===== src/rtl/led_mode_ctrl.sv =====
// -----------------------------------------------------------------------------
// led_mode_ctrl
//
// Push-button driven LED mode controller for the 4-LED board examples.
// A raw active-low push-button is synchronized, debounced and edge-detected.
// Each accepted press steps a four-state mode machine:
//     OFF -> BLINK -> CHASE -> COUNT -> OFF
// A shared prescaler paces the selected pattern onto the LED bank.
//
// Parameters
//   DEBOUNCE_CYCLES : consecutive stable cycles needed to accept a new button
//                     level (>= 1)
//   STEP_CYCLES     : clock cycles per pattern step (>= 2)
//
// Ports
//   clk   in   1  system clock, rising edge
//   rst   in   1  asynchronous active-low reset
//   btn   in   1  raw push-button, active-low (0 = pressed), asynchronous
//   led   out  4  registered LED drive
//   mode  out  2  current mode: 0 OFF, 1 BLINK, 2 CHASE, 3 COUNT
//
// Configuration macro
//   LED_ACTIVE_LOW_EN : when defined, led = ~pat (reset value 4'b1111);
//                       otherwise led = pat (reset value 4'b0000).
// -----------------------------------------------------------------------------
module led_mode_ctrl #(
    parameter int DEBOUNCE_CYCLES = 100000,
    parameter int STEP_CYCLES     = 2500000
) (
    input  logic       clk,
    input  logic       rst,
    input  logic       btn,
    output logic [3:0] led,
    output logic [1:0] mode
);

    // Counter of DB_W bits only has to reach DEBOUNCE_CYCLES-1.
    localparam int DB_W = (DEBOUNCE_CYCLES > 1) ? $clog2(DEBOUNCE_CYCLES) : 1;
    localparam int PS_W = $clog2(STEP_CYCLES);

    localparam logic [DB_W-1:0] DB_LAST = DB_W'(DEBOUNCE_CYCLES - 1);
    localparam logic [PS_W-1:0] PS_LAST = PS_W'(STEP_CYCLES - 1);

`ifdef LED_ACTIVE_LOW_EN
    localparam logic [3:0] LED_RESET = 4'b1111;
`else
    localparam logic [3:0] LED_RESET = 4'b0000;
`endif

    typedef enum logic [1:0] {
        MODE_OFF   = 2'd0,
        MODE_BLINK = 2'd1,
        MODE_CHASE = 2'd2,
        MODE_COUNT = 2'd3
    } mode_e;

    logic            sync1_r;
    logic            sync2_r;
    logic            btn_db_r;
    logic [DB_W-1:0] db_cnt_r;
    logic            btn_db_d_r;
    logic            press_r;
    mode_e           state_r;
    logic [PS_W-1:0] presc_r;
    logic [3:0]      pat_r;
    logic            tick_s;

    // Successor mode in the fixed OFF -> BLINK -> CHASE -> COUNT cycle.
    function automatic mode_e next_mode(input mode_e cur);
        mode_e nxt;
        case (cur)
            MODE_OFF:   nxt = MODE_BLINK;
            MODE_BLINK: nxt = MODE_CHASE;
            MODE_CHASE: nxt = MODE_COUNT;
            MODE_COUNT: nxt = MODE_OFF;
            default:    nxt = MODE_OFF;
        endcase
        return nxt;
    endfunction

    // Pattern value loaded when a mode is entered.
    function automatic logic [3:0] entry_pat(input mode_e md);
        logic [3:0] p;
        case (md)
            MODE_OFF:   p = 4'b0000;
            MODE_BLINK: p = 4'b1111;
            MODE_CHASE: p = 4'b0001;
            MODE_COUNT: p = 4'b0000;
            default:    p = 4'b0000;
        endcase
        return p;
    endfunction

    // Pattern value after one prescaler tick in the given mode.
    function automatic logic [3:0] step_pat(input mode_e md, input logic [3:0] cur);
        logic [3:0] p;
        case (md)
            MODE_OFF:   p = 4'b0000;
            MODE_BLINK: p = ~cur;
            MODE_CHASE: p = {cur[2:0], cur[3]};
            MODE_COUNT: p = cur + 4'd1;
            default:    p = 4'b0000;
        endcase
        return p;
    endfunction

    // Map the logical pattern onto the board's LED polarity.
    function automatic logic [3:0] led_drive(input logic [3:0] p);
`ifdef LED_ACTIVE_LOW_EN
        return ~p;
`else
        return p;
`endif
    endfunction

    assign tick_s = (presc_r == PS_LAST);
    assign mode   = state_r;

    // Two-flop synchronizer for the asynchronous button pin (idle high).
    always_ff @(posedge clk or negedge rst) begin
        if (!rst) begin
            sync1_r <= 1'b1;
            sync2_r <= 1'b1;
        end else begin
            sync1_r <= btn;
            sync2_r <= sync1_r;
        end
    end

    // Debouncer: accept the synchronized level only after it has differed
    // from the accepted level for DEBOUNCE_CYCLES consecutive edges.
    always_ff @(posedge clk or negedge rst) begin
        if (!rst) begin
            db_cnt_r <= {DB_W{1'b0}};
            btn_db_r <= 1'b1;
        end else if (sync2_r != btn_db_r) begin
            if (db_cnt_r == DB_LAST) begin
                btn_db_r <= sync2_r;
                db_cnt_r <= {DB_W{1'b0}};
            end else begin
                db_cnt_r <= db_cnt_r + DB_W'(1);
            end
        end else begin
            db_cnt_r <= {DB_W{1'b0}};
        end
    end

    // Press detector: one-cycle pulse on each 1->0 of the debounced level.
    always_ff @(posedge clk or negedge rst) begin
        if (!rst) begin
            btn_db_d_r <= 1'b1;
            press_r    <= 1'b0;
        end else begin
            btn_db_d_r <= btn_db_r;
            press_r    <= btn_db_d_r & ~btn_db_r;
        end
    end

    // Mode FSM with prescaler and pattern; a press takes priority over a
    // coincident tick, so the new mode always starts from a clean step.
    always_ff @(posedge clk or negedge rst) begin
        if (!rst) begin
            state_r <= MODE_OFF;
            presc_r <= {PS_W{1'b0}};
            pat_r   <= 4'b0000;
            led     <= LED_RESET;
        end else if (press_r) begin
            state_r <= next_mode(state_r);
            presc_r <= {PS_W{1'b0}};
            pat_r   <= entry_pat(next_mode(state_r));
            led     <= led_drive(entry_pat(next_mode(state_r)));
        end else if (tick_s) begin
            state_r <= state_r;
            presc_r <= {PS_W{1'b0}};
            pat_r   <= step_pat(state_r, pat_r);
            led     <= led_drive(step_pat(state_r, pat_r));
        end else begin
            state_r <= state_r;
            presc_r <= presc_r + PS_W'(1);
            pat_r   <= pat_r;
            led     <= led;
        end
    end

endmodule


===== config.mk =====
export PLATFORM = sky130hd
export DESIGN_NAME = led_mode_ctrl
export DESIGN_NICKNAME = d
export VERILOG_FILES = /design/src/rtl/led_mode_ctrl.sv
export SDC_FILE = /design/constraint.sdc
export NUM_CORES = 1
export LEC_CHECK = 0
export BUFFER_PORTS_ARGS = -buffer_cell sky130_fd_sc_hd__buf_2
export CAP_MARGIN = 40
export CELL_PAD_IN_SITES_DETAIL_PLACEMENT = 1
export CELL_PAD_IN_SITES_GLOBAL_PLACEMENT = 1
export CORE_ASPECT_RATIO = 1.2
export CORE_MARGIN = 5
export CORE_UTILIZATION = 52
export DETAILED_ROUTE_END_ITERATION = 8
export GPL_ROUTABILITY_DRIVEN = 0
export PLACE_DENSITY_LB_ADDON = 0.1
export SYNTH_ARGS = -nofsm -noshare
export SYNTH_HDL_FRONTEND = slang
export SYNTH_SLANG_ARGS = --single-unit

===== constraint.sdc =====
create_clock -name clk -period 2.9 [get_ports clk]
set_clock_uncertainty 0.15 [all_clocks]
set_input_delay 0.87 -clock clk [delete_from_list [all_inputs] [get_ports clk]]
set_output_delay 0.87 -clock clk [all_outputs]
set_load 0.01 [all_outputs]

# == Word level (Yosys, flattened, before mapping) ==
# Cells that the tools add are included.
# classes
addsub,3
eq_ne,9
n_mux,10
bitwise,3
reduce_logical,5
# ops
operator,count
$mux 22,2
$mux 17,2
$add 22x1->22 const B,1
$eq 22x22->1 const B,1
$add 17x1->17 const B,1
$eq 17x17->1 const B,1
$pmux 4 s4,1
$pmux 4 s3,1
$eq 2x2->1 const B,4
$mux 4,2
$pmux 2 s4,1
$add 4x1->4 const B,1
$eq 2x1->1 const B,2
$logic_not 2->1,2
$not 4->4,1
$mux 2,1
$reduce_and 2->1,1
$reduce_bool 2->1,1
$reduce_or 2->1,1
$and 1x1->1,1
$ne 1x1->1,1
$not 1->1,1
# totals
regBits,50
inputBits,3
word_cells,39

# == Longest topological paths before layout ==
# depth
word_depth,7
ltp_mapped,7
mapped_depth_nobuf,6

# == Least setup slack after synthesis ==
# Ideal clock, no wire load.
# synth_timing
path_type,register -> register
from,"register state_r[0], in the netlist mode[0]"
to,register pat_r[1]
setup_time_ns,0.116
t_arrival_ns,1.545
t_required_ns,2.634
setup_slack_ns,1.090
path_stages_with_launch,6
path_buffers,0
cell_sequence,dfrtp_1 -> inv_1 -> ha_1 -> or2_2 -> or4_1 -> o311ai_0
# synth_between
elab_chain_len,7
# synth_lines
item,line,rtl
"start, declared",63,mode_e state_r;
"start signal, assigned",168,state_r <= next_mode(state_r);
"start signal, assigned",173,state_r <= state_r;
"start signal, assigned",178,state_r <= state_r;
"$eq 2x2->1, or another cell as far along","71, 97",
$pmux 2 s4,71,case (cur)
$mux 2,167,end else if (press_r) begin
$eq 2x2->1 or $logic_not 2->1 (tied branches),84,case (md)
$reduce_or 2->1 (no source line),n/a,
$pmux 4 s3,84,
$mux 4 (*),167,
"end signal, assigned",170,pat_r <= entry_pat(next_mode(state_r));
"end signal, assigned",175,"pat_r <= step_pat(state_r, pat_r);"
"end signal, assigned",180,pat_r <= pat_r;
"end, declared",65,logic [3:0] pat_r;
# Mark *: on every way between the ends. The rest lies on a longest branch, timed or not. The select of a mux whose other input is x is not followed.
# A chain may end at the register's enable or synchronous reset.

# == Worst setup path in the final report ==
# layout_timing
from,register db_cnt_r[0]
to,register db_cnt_r[7]
# layout_between
elab_chain_len,3
# layout_lines
item,line,rtl
"start, declared",60,logic [DB_W-1:0] db_cnt_r;
"start signal, assigned",134,db_cnt_r <= {DB_W{1'b0}};
"start signal, assigned",139,db_cnt_r <= {DB_W{1'b0}};
"start signal, assigned",141,db_cnt_r <= db_cnt_r + DB_W'(1);
$add 17x1->17 or $eq 17x17->1 (tied branches),"141, 137",
$mux 17 (*),137,if (db_cnt_r == DB_LAST) begin
$mux 17 (*),136,end else if (sync2_r != btn_db_r) begin
# Mark *: on every way between the ends. The rest lies on a longest branch, timed or not.

==> results.sh <==
export IMPL_setup_viol=0
export IMPL_ant_nets=0
export IMPL_nets=284
export IMPL_ys_ff_latch=50
export IMPL_met3WireLength_um=129
export IMPL_path_clk_slew_ns=0.09
export IMPL_fin_ws_ns=0.8012
export IMPL_cts_buffers=5
export IMPL_clock_power_share_pct=36.1
export IMPL_wl_per_cell_um=17.24
export IMPL_grt_max_degree=51
export IMPL_preCtsSetupSlack_ns=0.7706
export IMPL_drc_errors=0
export IMPL_hold_depth=0
export IMPL_synthAdderAreaFrac_pct=3.766
export IMPL_ir_worst_vdd_v=0.0002414
export IMPL_drt_met1_wl_um=2457
export IMPL_grtUsageTotal_pct=19.95
export IMPL_insertion_delay_ns=0.29
export IMPL_netlist_top_cells_area="dfrtp_1 (43%), xor2_1 (5.9%), nor2_1 (4.8%), dfstp_2 (4.0%), ha_1 (3.8%)"
export IMPL_drv_slew=0
export IMPL_syn_num_nets=276
export IMPL_synth_flop_cell="dfrtp_1"
export IMPL_cp_required_ns=2.89
export IMPL_r2r_end="db_cnt_r[7]"
export IMPL_worst_r2r_cell_count=5
export IMPL_worst_r2r_startpoint="db_cnt_r[0]"
export IMPL_max_freq_ghz=0.4765
export IMPL_crit_path_end_kind="flip-flop"
export IMPL_maxCapViolations=0
export IMPL_worstSetupPathType="flip-flop to flip-flop"
export IMPL_core_area_um2=4940
export IMPL_cts_resized=0
export IMPL_setup_tns_final_ns=0
export IMPL_total_power_mw=1.149
export IMPL_synth_most_common_cell="dfrtp_1"
export IMPL_hold_buffers=0
export IMPL_synth_seq_area_share_pct=47.27
export IMPL_area_delta_synth_final_pct=6.450
export IMPL_min_to="sync2_r"
export IMPL_post_cts_setup_buffers=0
export IMPL_antenna_found_initial=0
export IMPL_status="complete, no violations"
export IMPL_first_pass_iters=4
export IMPL_rsz0062_at_grt="no"
export IMPL_fin_util_pct=57.27
export IMPL_synth_compound_area_share_pct=9.181
export IMPL_p_switching_mw=0.2479
export IMPL_wirelength_um=5759
export IMPL_io_pins=9
export IMPL_start_util_pct=53.80
export IMPL_yosysTopAreaCell="dfrtp_1"
export IMPL_portBuffers=8
export IMPL_diodes=0
export IMPL_muxShareOfSynthArea_pct=0.8004
export IMPL_top_layer="met4"
export IMPL_drive_above_1_share_pct=13.14
export IMPL_seq_power_share_pct=61.5
export IMPL_post_dp_hpwl_um=3968
export IMPL_drt_iter0_markers=137
export IMPL_leakage_nw=1.192
export IMPL_syn_area_um2=2658
export IMPL_yosys_warnings=0
export IMPL_cts_root_buf="clkbuf_8"
export IMPL_synth_edf_count=0
export IMPL_synthArstFlopShare_pct=100.0
export IMPL_grt_pass1_vias=2194
export IMPL_switching_share_pct=21.57
export IMPL_fp_dieH_um=88.31
export IMPL_slew_headroom_pct=56.52
export IMPL_grt_ovfl_total=0
export IMPL_grt_first_pass_wirelength_um=10480
export IMPL_rows=28
export IMPL_hp_start="sync1_r"
export IMPL_internal_power_mw=0.9015
export IMPL_cts_tree="built"
export IMPL_holdCritPathClass="flip-flop to flip-flop"
export IMPL_final_cells=334
export IMPL_synth_top_family_by_area="simple AND/OR/NAND/NOR gates"
export IMPL_avgSynthCellArea_um2=10.03
export IMPL_wl_met2_um=3037
export IMPL_worst_endpoint_arrival_ns=2.09
export IMPL_hold_viol=0
export IMPL_post_route_min_period_ns=2.099
export IMPL_dieWidth_um=75.26
export IMPL_synth_cell_types=48
export IMPL_reg2reg_setup_slack_ns=0.80
export IMPL_synthesis_instances=265
export IMPL_synthTopCellsByCount="dfrtp_1 (46), nor2_1 (34), xor2_1 (18)"
export IMPL_synth_xor_area_share_pct=8.569
export IMPL_vias=2047
export IMPL_clock_sinks=50
export IMPL_ctsHtreeMaxLevel=2
export IMPL_combPwrFrac_pct=2.4
export IMPL_yosys_area_share_simple_pct=27.26
export IMPL_cp_max_fo=16
export IMPL_die_area_um2=6646
export IMPL_clock_path_buffers=2
export IMPL_fin_crit_sh_pct=72.37
export IMPL_dp_cells=326
export IMPL_synth_top_area_share_pct=43.31
export IMPL_vias_per_cell=6.129
export IMPL_setup_worst_path_start_class="flip-flop"
export IMPL_worstMarginPinSlew_ns=0.6521
export IMPL_powerDensity_nw_per_um2=406.3
power by group through the flow:
| stage | registers [mW] | logic (mW) | clock network (mW) |
|---|---|---|---|
| final | 0.707 | 0.0274 | 0.415 |
| after CTS | 0.707 | 0.0293 | 0.432 |
| after floorplan | 0.720 | 0.00989 | 0 |
| after global placement | 0.720 | 0.0280 | 0 |
| after detailed placement | 0.721 | 0.0293 | 0 |
| after global routing | 0.708 | 0.0329 | 0.464 |
layer usage:
metal,GRT usage [%],up-vias
li1,-,967
met4,6.518,0
met5,0,-
met2,34.39,27
met1,25.54,1039
met3,2.955,14
through the flow:
| stage | area, µm² | hold WS, ns |
|---|---|---|
| finish | 2829 | 0.2104 |
| global route | 2829 | 0.2273 |
| CTS | 2829 | 0.2131 |
| detailed placement | 2738 | 0.2027 |
| global placement | 2738 | 0.1970 |
| floorplan | 2658 | 0.1952 |
area by class of cell:
type	instances	area, µm²
timing repair buffer	10	55.05
clock inverter	1	5.005
sequential	50	1256
fill	566	2111
inverter	9	33.78
multi-input combinational	197	1318
clock buffer	7	86.33
tap	60	75.07
kinds of logic (layout without fill, tap and decap cells):
kind of cell / count (synthesis) / after routing
buf+inv: 18 / 27
fa+ha+maj: 8 / 8
mux: 2 / 2
flops: 50 / 50
simple gates: 123 / 123
xor+xnor: 26 / 26
compound gates: 38 / 38
cell usage in the layout, fill, tap and decap left out, types with 2 or more instances in the layout:
| cell type | count |
|---|---|
| dfrtp_1 | 46 |
| nor2_1 | 34 |
| xor2_1 | 18 |
| nand2_1 | 17 |
| a21oi_1 | 14 |
| nand3_1 | 14 |
| nand4_1 | 12 |
| inv_1 | 9 |
| o21ai_0 | 9 |
| xnor2_1 | 8 |
| ha_1 | 8 |
| buf_2 | 8 |
| or4_1 | 7 |
| o31ai_1 | 6 |
| or3_1 | 6 |
| clkbuf_8 | 6 |
| and4_1 | 5 |
| and2_1 | 4 |
| dfstp_2 | 4 |
| nor2b_1 | 3 |
| and4_4 | 2 |
| nor4bb_1 | 2 |
| nor3b_1 | 2 |
| nor3_1 | 2 |
| a222oi_1 | 2 |
| o311ai_0 | 2 |
| buf_4 | 2 |
critical path, stage by stage (launching register included):
cell and delay, ns:
dfrtp_1 0.40, ha_1 0.22, and4_1 0.35, nand2_1 0.12, o21ai_2 0.55, nor2_1 0.15
sequential cells by signal, summed over array words and instances (netlist names):
register,flops
btn_db_d_r,1
btn_db_r,1
db_cnt_r,17
mode,2
pat_r,4
presc_r,22
press_r,1
sync1_r,1
sync2_r,1
worst max path at each step:
stage	slack, ns	to	from	depth (start not counted)
2_1_floorplan	1.09	pat_r[1]	mode[0]	5
3_3_place_gp	0.90	presc_r[21]	presc_r[5]	4
3_5_place_dp	0.77	db_cnt_r[7]	db_cnt_r[0]	5
4_1_cts	0.73	db_cnt_r[7]	db_cnt_r[0]	5
5_1_grt	0.60	presc_r[21]	presc_r[4]	4
6_report	0.80	db_cnt_r[7]	db_cnt_r[0]	5
(Power assumes the default switching activity.)
